## src/rtl/phase2speed_pkg.sv

```systemverilog
// Shared widths, fixed-point formats and output saturation for the
// phase-to-speed converter.
package phase2speed_pkg;

    // Phase input: Q3.16 radians, 19 bits signed.
    localparam int PHASE_W    = 19;
    localparam int PHASE_FRAC = 16;

    // Speed output: Q6.10, 16 bits signed.
    localparam int SPEED_W    = 16;
    localparam int SPEED_FRAC = 10;

    // Scale factor: unsigned Q8.10.
    localparam int SCALE_W    = 18;
    localparam int SCALE_FRAC = 10;

    // Signed phase times unsigned scale (zero-extended to SCALE_W+1 bits
    // so it can enter a signed multiply): Q11.26 in 37 bits.
    localparam int PROD_W     = PHASE_W + SCALE_W;

    // Right shift that takes the Q.26 product back to Q.10.
    localparam int SHIFT_Q10  = PHASE_FRAC + SCALE_FRAC - SPEED_FRAC;

    // Output saturation limits (32767 and -32768).
    localparam logic signed [SPEED_W-1:0] SPEED_MAX = 16'sh7FFF;
    localparam logic signed [SPEED_W-1:0] SPEED_MIN = 16'sh8000;

    // Clamp a full-width scaled product into the 16-bit speed range.
    function automatic logic signed [SPEED_W-1:0] sat_speed(
        input logic signed [PROD_W-1:0] v
    );
        if (v > PROD_W'(SPEED_MAX)) begin
            return SPEED_MAX;
        end else if (v < PROD_W'(SPEED_MIN)) begin
            return SPEED_MIN;
        end else begin
            return v[SPEED_W-1:0];
        end
    endfunction

endpackage

```

## src/rtl/phase2speed_block_avg.sv

```systemverilog
// Block averager: sums 2^N qualified phase samples and emits their floored
// mean together with a one-cycle valid flag.
module phase_block_avg
    import phase2speed_pkg::*;
#(
    parameter int N = 1
) (
    input  logic                      i_clock,
    input  logic                      i_reset_n,
    input  logic                      i_sample,
    input  logic signed [PHASE_W-1:0] i_phase,
    output logic signed [PHASE_W-1:0] o_avg,
    output logic                      o_avg_valid
);

    // N guard bits: the sum of 2^N samples can never overflow.
    localparam int ACC_W = PHASE_W + N;
    // The counter keeps at least one bit so N=0 stays legal.
    localparam int CNT_W = (N > 0) ? N : 1;
    localparam logic [CNT_W-1:0] LAST = CNT_W'((1 << N) - 1);

    logic signed [ACC_W-1:0]   r_acc;
    logic [CNT_W-1:0]          r_cnt;
    logic signed [PHASE_W-1:0] r_avg;
    logic                      r_valid;

    logic signed [ACC_W-1:0]   w_phase_ext;
    logic signed [ACC_W-1:0]   w_sum;
    logic                      w_last;

    // Signed-to-wider-signed assignment sign-extends the phase.
    assign w_phase_ext = i_phase;
    assign w_sum       = r_acc + w_phase_ext;
    assign w_last      = (r_cnt == LAST);

    // Running sum, position in the block and the stage-1 valid pulse.
    always_ff @(posedge i_clock) begin
        // NOTE: state is updated with non-blocking assignments so every
        // register samples pre-edge values regardless of statement order.
        if (!i_reset_n) begin
            r_acc   <= '0;
            r_cnt   <= '0;
            r_valid <= 1'b0;
        end else begin
            r_valid <= 1'b0;
            if (i_sample) begin
                if (w_last) begin
                    // Restart immediately so the next sample opens a new block.
                    r_acc   <= '0;
                    r_cnt   <= '0;
                    r_valid <= 1'b1;
                end else begin
                    r_acc   <= w_sum;
                    r_cnt   <= r_cnt + CNT_W'(1);
                end
            end
        end
    end

    // Capture the floored block mean when the last sample of a block arrives.
    always_ff @(posedge i_clock) begin
        // NOTE: pure data register with no reset; it is only ever consumed
        // alongside r_valid, which is reset.
        if (i_sample && w_last) begin
            r_avg <= PHASE_W'(w_sum >>> N);
        end
    end

    assign o_avg       = r_avg;
    assign o_avg_valid = r_valid;

endmodule

```

## src/rtl/phase2speed.sv

```systemverilog
// Phase-difference to speed converter: block average, constant scaling,
// 16-bit saturation and a ready pulse per result.
module phase2speed
    import phase2speed_pkg::*;
#(
    parameter int          N     = 1,
    parameter int unsigned SCALE = 1024
) (
    input  logic               clock,
    input  logic               reset,
    input  logic               sample,
    input  logic [PHASE_W-1:0] phase,
    output logic [SPEED_W-1:0] speed,
    output logic               ready
);

    localparam logic [SCALE_W-1:0] SCALE_Q = SCALE_W'(SCALE);

    logic signed [PHASE_W-1:0] w_avg;
    logic                      w_avg_valid;
    logic signed [PROD_W-1:0]  w_prod;
    logic signed [PROD_W-1:0]  w_prod_q10;
    logic signed [SPEED_W-1:0] w_speed_sat;

    logic signed [PROD_W-1:0]  r_prod;
    logic                      r_prod_valid;

    phase_block_avg #(
        .N (N)
    ) u_block_avg (
        .i_clock     (clock),
        .i_reset_n   (reset),
        .i_sample    (sample),
        .i_phase     ($signed(phase)),
        .o_avg       (w_avg),
        .o_avg_valid (w_avg_valid)
    );

    // Scale is zero-extended by one bit so the signed multiply treats it as
    // positive; both operands are widened to the full product width first.
    assign w_prod      = PROD_W'(w_avg) * PROD_W'($signed({1'b0, SCALE_Q}));
    assign w_prod_q10  = r_prod >>> SHIFT_Q10;
    assign w_speed_sat = sat_speed(w_prod_q10);

    // Stage-2 valid flag follows the averager's valid pulse.
    always_ff @(posedge clock) begin
        if (!reset) begin
            r_prod_valid <= 1'b0;
        end else begin
            r_prod_valid <= w_avg_valid;
        end
    end

    // Register the scaled product for each new block average.
    always_ff @(posedge clock) begin
        if (w_avg_valid) begin
            r_prod <= w_prod;
        end
    end

    // Output stage: saturated speed held between updates, one-cycle ready.
    always_ff @(posedge clock) begin
        if (!reset) begin
            speed <= '0;
            ready <= 1'b0;
        end else begin
            ready <= r_prod_valid;
            if (r_prod_valid) begin
                speed <= w_speed_sat;
            end
        end
    end

endmodule

```

## config.mk

```make
export PLATFORM = sky130hd
export DESIGN_NAME = phase2speed
export DESIGN_NICKNAME = d
export VERILOG_FILES = /design/src/rtl/phase2speed_pkg.sv /design/src/rtl/phase2speed_block_avg.sv /design/src/rtl/phase2speed.sv
export SDC_FILE = /design/constraint.sdc
export NUM_CORES = 1
export LEC_CHECK = 0
export ABC_AREA = 1
export CAP_MARGIN = 20
export CORE_ASPECT_RATIO = 0.6
export CORE_UTILIZATION = 40
export CTS_BUF_LIST = sky130_fd_sc_hd__clkbuf_16
export DETAILED_ROUTE_END_ITERATION = 7
export MAX_ROUTING_LAYER = met4
export PLACE_DENSITY_LB_ADDON = 0.3
export SYNTH_ARGS = -nofsm -noshare
export SYNTH_HDL_FRONTEND = slang
export SYNTH_HIERARCHICAL = 1
export SYNTH_SLANG_ARGS = --single-unit
```

## constraint.sdc

```tcl
create_clock -name clock -period 2.79 [get_ports clock]
set_input_delay 0.558 -clock clock [delete_from_list [all_inputs] [get_ports clock]]
set_output_delay 0.558 -clock clock [all_outputs]
set_load 0.02 [all_outputs]
```

==> results of run 1 <==
[area by class of cell]
type / instances / area (µm²) / share of cell area
Clock buffer: 9 / 225 / 0.0552
Tap cell: 108 / 135 / 0.0331
Multi-Input combinational cell: 303 / 1540 / 0.379
Inverter: 46 / 173 / 0.0424
Sequential cell: 64 / 1540 / 0.378
Clock inverter: 7 / 40.0 / 0.00982
Timing Repair Buffer: 43 / 418 / 0.103
[worst reg2reg max path, stage by stage (launching register included)]
cell and delay [ps]:
sky130_fd_sc_hd__dfxtp_1 320, sky130_fd_sc_hd__ha_1 190, sky130_fd_sc_hd__inv_1 70, sky130_fd_sc_hd__fa_1 430
sky130_fd_sc_hd__inv_1 100, sky130_fd_sc_hd__nand3_1 70, sky130_fd_sc_hd__nand3_1 120, sky130_fd_sc_hd__nand3_1 100
sky130_fd_sc_hd__nand2_1 150, sky130_fd_sc_hd__nand2_1 90, sky130_fd_sc_hd__nand2_1 70, sky130_fd_sc_hd__nand2_1 50
sky130_fd_sc_hd__and2_1 140
[cell usage in the layout (no fill, tap or decap), types with 5 or more instances in the layout]
master and count:
sky130_fd_sc_hd__xor2_1 5, sky130_fd_sc_hd__o21ai_0 16, sky130_fd_sc_hd__and2_1 14, sky130_fd_sc_hd__nand2_1 121, sky130_fd_sc_hd__nor2_1 43, sky130_fd_sc_hd__clkbuf_16 9, sky130_fd_sc_hd__ha_1 19, sky130_fd_sc_hd__edfxtp_1 26
sky130_fd_sc_hd__inv_1 46, sky130_fd_sc_hd__buf_4 5, sky130_fd_sc_hd__clkdlybuf4s50_1 38, sky130_fd_sc_hd__dfxtp_1 38, sky130_fd_sc_hd__nand3_1 30, sky130_fd_sc_hd__a21oi_1 38
[sequential cells by signal, indices dropped and copies added (netlist names)]
name                     count
r_prod                      13
r_prod_valid                 1
ready                        1
speed                       14
u_block_avg/o_avg           13
u_block_avg/o_avg_valid      1
u_block_avg/r_acc           20
u_block_avg/r_cnt            1
[power by group through the flow]
stage	sequential, W	combinational [W]	clock [W]
floorplan	0.00108	0.000307	0
global placement	0.00108	0.000437	0
detailed placement	0.00108	0.000444	0
CTS	0.00106	0.000447	0.00103
global route	0.00107	0.000507	0.00107
finish	0.00106	0.000447	0.000992
[how the worst max path moves through the flow]
stage             start                     to  depth (start not counted)
2_1_floorplan  phase[0]  u_block_avg/o_avg[15]                         12
6_report       phase[0]  u_block_avg/o_avg[15]                         13
5_1_grt        phase[0]  u_block_avg/o_avg[15]                         13
3_3_place_gp   phase[0]  u_block_avg/o_avg[15]                         13
4_1_cts        phase[0]  u_block_avg/o_avg[15]                         13
3_5_place_dp   phase[0]  u_block_avg/o_avg[15]                         13
[layer usage]
metal / up-vias / routed length (µm) / part of all wire / GRT usage
met2: 72 / 2990 / 0.41 / 0.283
met5: - / 0 / 0 / -
met1: 1220 / 3710 / 0.51 / 0.255
met3: 6 / 427 / 0.059 / 0.0539
li1: 1448 / - / - / -
met4: 0 / 87 / 0.012 / 0.0750
[per-stage QoR]
step	TNS [ps]	utilization	power, W	cell area (µm²)
2_1_floorplan	0	-	0.00139	3330
3_3_place_gp	0	0.478	0.00152	3810
3_5_place_dp	-55.9	0.478	0.00153	3810
4_1_cts	0	0.511	0.00254	4080
5_1_grt	0	0.511	0.00264	4080
6_report	0	0.511	0.00250	4080
==> run_summary.xml, run 1 <==
<?xml version="1.0" encoding="UTF-8"?>
<metrics>
  <group name="run_status">
    <metric name="status" unit="">finished, final reports clean</metric>
  </group>
  <group name="clock_tree">
    <metric name="postCtsResizedCells" unit="">0</metric>
    <metric name="root_buffer" unit="">sky130_fd_sc_hd__clkbuf_16</metric>
    <metric name="clock_insertion_delay_worst_skew" unit="ps">330</metric>
    <metric name="ctsLongestPathBuffers" unit="">2</metric>
    <metric name="cts-hold-fix-buffers" unit="">0</metric>
    <metric name="clock_sinks" unit="">64</metric>
    <metric name="inserted_clock_buffers" unit="">9</metric>
    <metric name="depth_of_the_cts_h_tree" unit="">3</metric>
    <metric name="cts_post_setup_buffers_inserted" unit="">0</metric>
    <metric name="clkSlewWorstSetupHoldPaths" unit="ps">50</metric>
    <metric name="tritoncts" unit="">built</metric>
  </group>
  <group name="worst_setup_path">
    <metric name="rr_startpoint" unit="">u_block_avg/r_acc[0]</metric>
    <metric name="critical_path.top_delay_family" unit="">simple AND/OR/NAND/NOR gates</metric>
    <metric name="crit_type" unit="">primary input to flop</metric>
    <metric name="critPathArrivalTime" unit="ps">2600</metric>
    <metric name="worst_path_most_repeated_cell" unit="">sky130_fd_sc_hd__nand2_1</metric>
    <metric name="cp-start-kind" unit="">primary input</metric>
    <metric name="worst-endpoint-required" unit="ps">2870</metric>
    <metric name="worst_setup_path_end_kind" unit="">flop</metric>
    <metric name="regToRegEndpoint" unit="">u_block_avg/o_avg[15]</metric>
    <metric name="cpMaxStageDelayCell" unit="">sky130_fd_sc_hd__clkdlybuf4s50_1</metric>
    <metric name="worst_r2r_path_depth" unit="">12</metric>
    <metric name="worstPathBufferInverterCount" unit="">3</metric>
    <metric name="cp_cell_sequence" unit="">clkdlybuf4s50_1 &gt; ha_1 &gt; inv_1 &gt; fa_1 &gt; inv_1 &gt; nand3_1 &gt; nand3_1 &gt; nand3_1 &gt; nand2_1 &gt; nand2_1 &gt; nand2_1 &gt; nand2_1 &gt; and2_1</metric>
    <metric name="critPathMaxStageDelay" unit="ps">460</metric>
    <metric name="ff2ff_setup_slack" unit="ps">630</metric>
    <metric name="critical_path.max_fanout" unit="">4</metric>
  </group>
  <group name="timing">
    <metric name="layout_setup_ws" unit="ps">270</metric>
    <metric name="setup_violations" unit="">0</metric>
    <metric name="hold_viol_final" unit="">0</metric>
    <metric name="slew_violations" unit="">0</metric>
    <metric name="tightestPinTransition" unit="ps">537</metric>
    <metric name="setup_repair_after_global_routing_missed_its_margin" unit="">no</metric>
    <metric name="finalWorstPathRequiredPeriod" unit="ps">2520</metric>
    <metric name="post-route-period-util" unit="">0.903</metric>
    <metric name="timing.clock.skew" unit="ps">5.55</metric>
    <metric name="max_freq" unit="GHz">0.397</metric>
    <metric name="hold-worst-slack" unit="ps">417</metric>
    <metric name="max-slew-margin-rel" unit="">0.641</metric>
  </group>
  <group name="detailed_routing">
    <metric name="drcViolationCount" unit="">0</metric>
    <metric name="detail_route.vias_per_cell" unit="">4.73</metric>
    <metric name="drt-initial-drc-count" unit="">152</metric>
    <metric name="routed_wl" unit="mm">7.21</metric>
    <metric name="final_antenna_net_count" unit="">0</metric>
    <metric name="routedWlPerCell" unit="µm">12.4</metric>
    <metric name="dr_total_vias" unit="">2746</metric>
    <metric name="firstDrtPassIters" unit="">4</metric>
  </group>
  <group name="global_routing">
    <metric name="grt_antenna_before_repair" unit="">0</metric>
    <metric name="globalRoute.totalOverflow" unit="">0</metric>
    <metric name="via_count_of_the_first_global_routing_pass" unit="">2578</metric>
    <metric name="global_route.usage.total" unit="">0.193</metric>
    <metric name="largest_net_degree_at_the_start_of_global_routing" unit="">23</metric>
    <metric name="first_pass_grt_wire_length" unit="mm">12.3</metric>
  </group>
  <group name="logic_synthesis">
    <metric name="synthesis.nets" unit="">466</metric>
    <metric name="syn_inst" unit="">424</metric>
    <metric name="syn-mean-instance-area" unit="µm²">7.85</metric>
    <metric name="synthesis.yosys.warnings" unit="">6</metric>
    <metric name="synth.cell_area" unit="mm²">0.00333</metric>
  </group>
  <group name="placement">
    <metric name="place_congestion" unit="">0.851</metric>
    <metric name="buffers_on_ports" unit="">38</metric>
    <metric name="place_inst" unit="">564</metric>
    <metric name="dp_hpwl" unit="mm">5.35</metric>
    <metric name="dpl_worst_slack" unit="ps">-30.9</metric>
  </group>
  <group name="power">
    <metric name="p_leak" unit="nW">1.85</metric>
    <metric name="worst_ir_drop_on_vdd" unit="V">0.000291</metric>
    <metric name="netSwitchingPower" unit="W">0.000692</metric>
    <metric name="power.share.switching" unit="">0.277</metric>
    <metric name="power.clock.fraction" unit="">0.397</metric>
    <metric name="power_report.internal_total" unit="W">0.00181</metric>
    <metric name="combPwrFrac" unit="">0.179</metric>
    <metric name="power.density_cell_area" unit="mW/mm²">613</metric>
    <metric name="power_frac_seq" unit="">0.425</metric>
  </group>
  <group name="floorplan">
    <metric name="ioPinCount" unit="">39</metric>
    <metric name="floorplan.die_area" unit="mm²">0.00870</metric>
    <metric name="fp.dieH" unit="µm">72.7</metric>
    <metric name="die-width" unit="µm">120</metric>
    <metric name="start_util" unit="">0.417</metric>
    <metric name="core-area" unit="mm²">0.00798</metric>
    <metric name="number_of_core_rows" unit="">25</metric>
  </group>
  <group name="hold_path">
    <metric name="worstHoldStart" unit="">u_block_avg/o_avg[18]</metric>
    <metric name="hold_class" unit="">flop to flop</metric>
    <metric name="hold-path-endpoint" unit="">r_prod[28]</metric>
    <metric name="worstHoldPathCells" unit="">0</metric>
  </group>
  <group name="cells_and_area">
    <metric name="antenna_cells" unit="">0</metric>
    <metric name="layout-drive-gt1-share" unit="">0.0551</metric>
    <metric name="post_layout_nonfiller_instances" unit="">580</metric>
    <metric name="nets" unit="">509</metric>
    <metric name="num-fill-cells" unit="">777</metric>
    <metric name="areaGrowthSynthToFinish" unit="%">22.5</metric>
  </group>
  <group name="job">
    <metric name="drv_cap" unit="">0</metric>
  </group>
</metrics>
Power figures use the tool's default switching activity.
==> inputs of run 2 (changes only) <==
CORE_ASPECT_RATIO = default   (was 0.6)
==> run_summary.xml, run 2 (same netlist as run 1, synthesis figures left out) <==
<?xml version="1.0" encoding="UTF-8"?>
<metrics>
  <group name="placement">
    <metric name="place_congestion" unit="">0.919</metric>
    <metric name="buffers_on_ports" unit="">38</metric>
    <metric name="dp_hpwl" unit="mm">5.09</metric>
  </group>
  <group name="timing">
    <metric name="slew_violations" unit="">0</metric>
    <metric name="max_freq" unit="GHz">0.405</metric>
    <metric name="finalWorstPathRequiredPeriod" unit="ps">2470</metric>
    <metric name="post-route-period-util" unit="">0.885</metric>
    <metric name="setup_violations" unit="">0</metric>
    <metric name="hold_viol_final" unit="">0</metric>
    <metric name="tns" unit="ps">0</metric>
    <metric name="timing.clock.skew" unit="ps">3.63</metric>
    <metric name="setup_repair_after_global_routing_missed_its_margin" unit="">no</metric>
    <metric name="max-slew-margin-rel" unit="">0.624</metric>
    <metric name="tightestPinTransition" unit="ps">563</metric>
  </group>
  <group name="detailed_routing">
    <metric name="detail_route.vias_per_cell" unit="">4.74</metric>
    <metric name="drt-initial-drc-count" unit="">125</metric>
    <metric name="firstDrtPassIters" unit="">4</metric>
    <metric name="routedWlPerCell" unit="µm">12.0</metric>
    <metric name="dr_total_vias" unit="">2719</metric>
    <metric name="drcViolationCount" unit="">0</metric>
    <metric name="routed_wl" unit="mm">6.91</metric>
    <metric name="final_antenna_net_count" unit="">0</metric>
  </group>
  <group name="floorplan">
    <metric name="core-area" unit="mm²">0.00789</metric>
    <metric name="start_util" unit="">0.422</metric>
    <metric name="die-width" unit="µm">93.2</metric>
    <metric name="floorplan.die_area" unit="mm²">0.00869</metric>
    <metric name="ioPinCount" unit="">39</metric>
    <metric name="number_of_core_rows" unit="">32</metric>
    <metric name="fp.dieH" unit="µm">93.2</metric>
  </group>
  <group name="worst_setup_path">
    <metric name="critical_path.max_fanout" unit="">4</metric>
    <metric name="critPathMaxStageDelay" unit="ps">460</metric>
    <metric name="worst_setup_path_end_kind" unit="">flop</metric>
    <metric name="critPathArrivalTime" unit="ps">2550</metric>
    <metric name="worst-endpoint-required" unit="ps">2870</metric>
    <metric name="cp-start-kind" unit="">primary input</metric>
    <metric name="cp_cell_sequence" unit="">clkdlybuf4s50_1 &gt; ha_1 &gt; inv_1 &gt; fa_1 &gt; inv_1 &gt; nand3_1 &gt; nand3_1 &gt; nand3_1 &gt; nand2_1 &gt; nand2_1 &gt; nand2_1 &gt; nand2_1 &gt; and2_1</metric>
    <metric name="crit_type" unit="">primary input to flop</metric>
    <metric name="cpMaxStageDelayCell" unit="">sky130_fd_sc_hd__clkdlybuf4s50_1</metric>
    <metric name="worst_path_most_repeated_cell" unit="">sky130_fd_sc_hd__nand2_1</metric>
    <metric name="worst_r2r_path_depth" unit="">12</metric>
  </group>
  <group name="clock_tree">
    <metric name="cts-hold-fix-buffers" unit="">0</metric>
    <metric name="depth_of_the_cts_h_tree" unit="">3</metric>
    <metric name="cts_post_setup_buffers_inserted" unit="">0</metric>
    <metric name="inserted_clock_buffers" unit="">9</metric>
    <metric name="tritoncts" unit="">built</metric>
    <metric name="ctsLongestPathBuffers" unit="">2</metric>
    <metric name="clkSlewWorstSetupHoldPaths" unit="ps">50</metric>
    <metric name="root_buffer" unit="">sky130_fd_sc_hd__clkbuf_16</metric>
    <metric name="clock_sinks" unit="">64</metric>
    <metric name="postCtsResizedCells" unit="">0</metric>
    <metric name="clock_insertion_delay_worst_skew" unit="ps">320</metric>
  </group>
  <group name="global_routing">
    <metric name="grt_antenna_before_repair" unit="">0</metric>
    <metric name="largest_net_degree_at_the_start_of_global_routing" unit="">23</metric>
    <metric name="globalRoute.totalOverflow" unit="">0</metric>
    <metric name="via_count_of_the_first_global_routing_pass" unit="">2579</metric>
    <metric name="global_route.usage.total" unit="">0.178</metric>
    <metric name="first_pass_grt_wire_length" unit="mm">11.7</metric>
  </group>
  <group name="cells_and_area">
    <metric name="areaGrowthSynthToFinish" unit="%">24.4</metric>
    <metric name="register_area" unit="mm²">0.00154</metric>
    <metric name="most_common_library_cell_in_the_layout_ignoring_fill_and_taps" unit="">sky130_fd_sc_hd__nand2_1</metric>
    <metric name="biggestRegsByFlops" unit="">u_block_avg/r_acc: 20 flops, speed: 14 flops</metric>
    <metric name="antenna_cells" unit="">0</metric>
    <metric name="num-fill-cells" unit="">754</metric>
    <metric name="nets" unit="">509</metric>
    <metric name="layout.cells.most_common_list" unit="">sky130_fd_sc_hd__nand2_1, sky130_fd_sc_hd__inv_1, sky130_fd_sc_hd__nor2_1</metric>
    <metric name="largest_register_ffs" unit="">20</metric>
    <metric name="largest_register" unit="">u_block_avg/r_acc</metric>
    <metric name="layout-drive-gt1-share" unit="">0.0593</metric>
    <metric name="multi_input_area" unit="mm²">0.00154</metric>
  </group>
  <group name="power">
    <metric name="power_report.internal_total" unit="W">0.00202</metric>
    <metric name="p_leak" unit="nW">1.89</metric>
    <metric name="netSwitchingPower" unit="W">0.000694</metric>
    <metric name="combPwrFrac" unit="">0.162</metric>
    <metric name="power.density_cell_area" unit="mW/mm²">655</metric>
    <metric name="power.clock.fraction" unit="">0.447</metric>
    <metric name="totalPowerFinal" unit="W">0.00271</metric>
    <metric name="worst_ir_drop_on_vdd" unit="V">0.000390</metric>
    <metric name="power_frac_seq" unit="">0.391</metric>
    <metric name="power.share.switching" unit="">0.256</metric>
  </group>
  <group name="job">
    <metric name="drv_cap" unit="">0</metric>
  </group>
  <group name="hold_path">
    <metric name="hold_class" unit="">flop to flop</metric>
    <metric name="worstHoldPathCells" unit="">0</metric>
  </group>
  <group name="run_status">
    <metric name="status" unit="">finished, final reports clean</metric>
  </group>
</metrics>
run 2: cell types whose count changed in the layout (fill, tap and decap cells not counted):
cell,before,now
sky130_fd_sc_hd__inv_1,46,45
sky130_fd_sc_hd__clkinv_2,1,0
sky130_fd_sc_hd__clkinv_4,1,3
sky130_fd_sc_hd__clkinv_1,2,1
sky130_fd_sc_hd__bufinv_16,0,1
sky130_fd_sc_hd__clkbuf_16,9,11
sky130_fd_sc_hd__clkinvlp_4,2,0
run 2: through the flow:
stage | instance area (µm²) | cells | utilization | worst slack, ps | hold slack (ps)
2_1_floorplan | 3330 | 424 | - | 672 | 400
3_3_place_gp | 3800 | 558 | 0.482 | 48.8 | 401
3_5_place_dp | 3800 | 558 | 0.482 | -1.25 | 406
4_1_cts | 4140 | 574 | 0.525 | 338 | 419
5_1_grt | 4140 | 574 | 0.525 | 109 | 429
6_report | 4140 | 574 | 0.525 | 322 | 417
run 2: area by class of cell:
cell class / count / area share
multi-input combinational: 303 / 0.373
sequential: 64 / 0.372
timing repair buffer: 43 / 0.101
clock buffer: 11 / 0.0665
inverter: 46 / 0.0417
tap: 102 / 0.0308
clock inverter: 5 / 0.0145
run 2: path summary, 6_finish.rpt:
| check | to | startpoint | slack, ps |
|---|---|---|---|
| hold / removal | r_prod[19] | u_block_avg/o_avg[9] | 420 |
| hold reg to reg | r_prod[19] | u_block_avg/o_avg[9] | 420 |
| setup / recovery | u_block_avg/o_avg[11] | phase[0] | 320 |
| setup reg to reg | u_block_avg/o_avg[11] | u_block_avg/r_acc[0] | 690 |
run 2: power groups by stage:
| stage | clock network (W) | logic [W] | registers [W] |
|---|---|---|---|
| CTS | 0.00124 | 0.000440 | 0.00106 |
| global route | 0.00127 | 0.000500 | 0.00107 |
| floorplan | 0 | 0.000307 | 0.00108 |
| detailed placement | 0 | 0.000437 | 0.00108 |
| global placement | 0 | 0.000430 | 0.00108 |
| finish | 0.00121 | 0.000439 | 0.00106 |
run 2: critical path, delay by kind of cell:
family | cells | cell delay [ps]
AND/OR/NAND/NOR | 8 | 780
buffers and inverters | 3 | 610
adder cells (fa/ha/maj) | 2 | 580
run 2: routing by layer:
layer	global-route usage	part of all wire	routed length, µm	vias to the layer above
met5	-	0	0	-
met4	0.0436	0.0082	57	0
met3	0.0512	0.037	254	5
met2	0.301	0.49	3380	52
met1	0.208	0.47	3220	1205
li1	-	-	-	1457
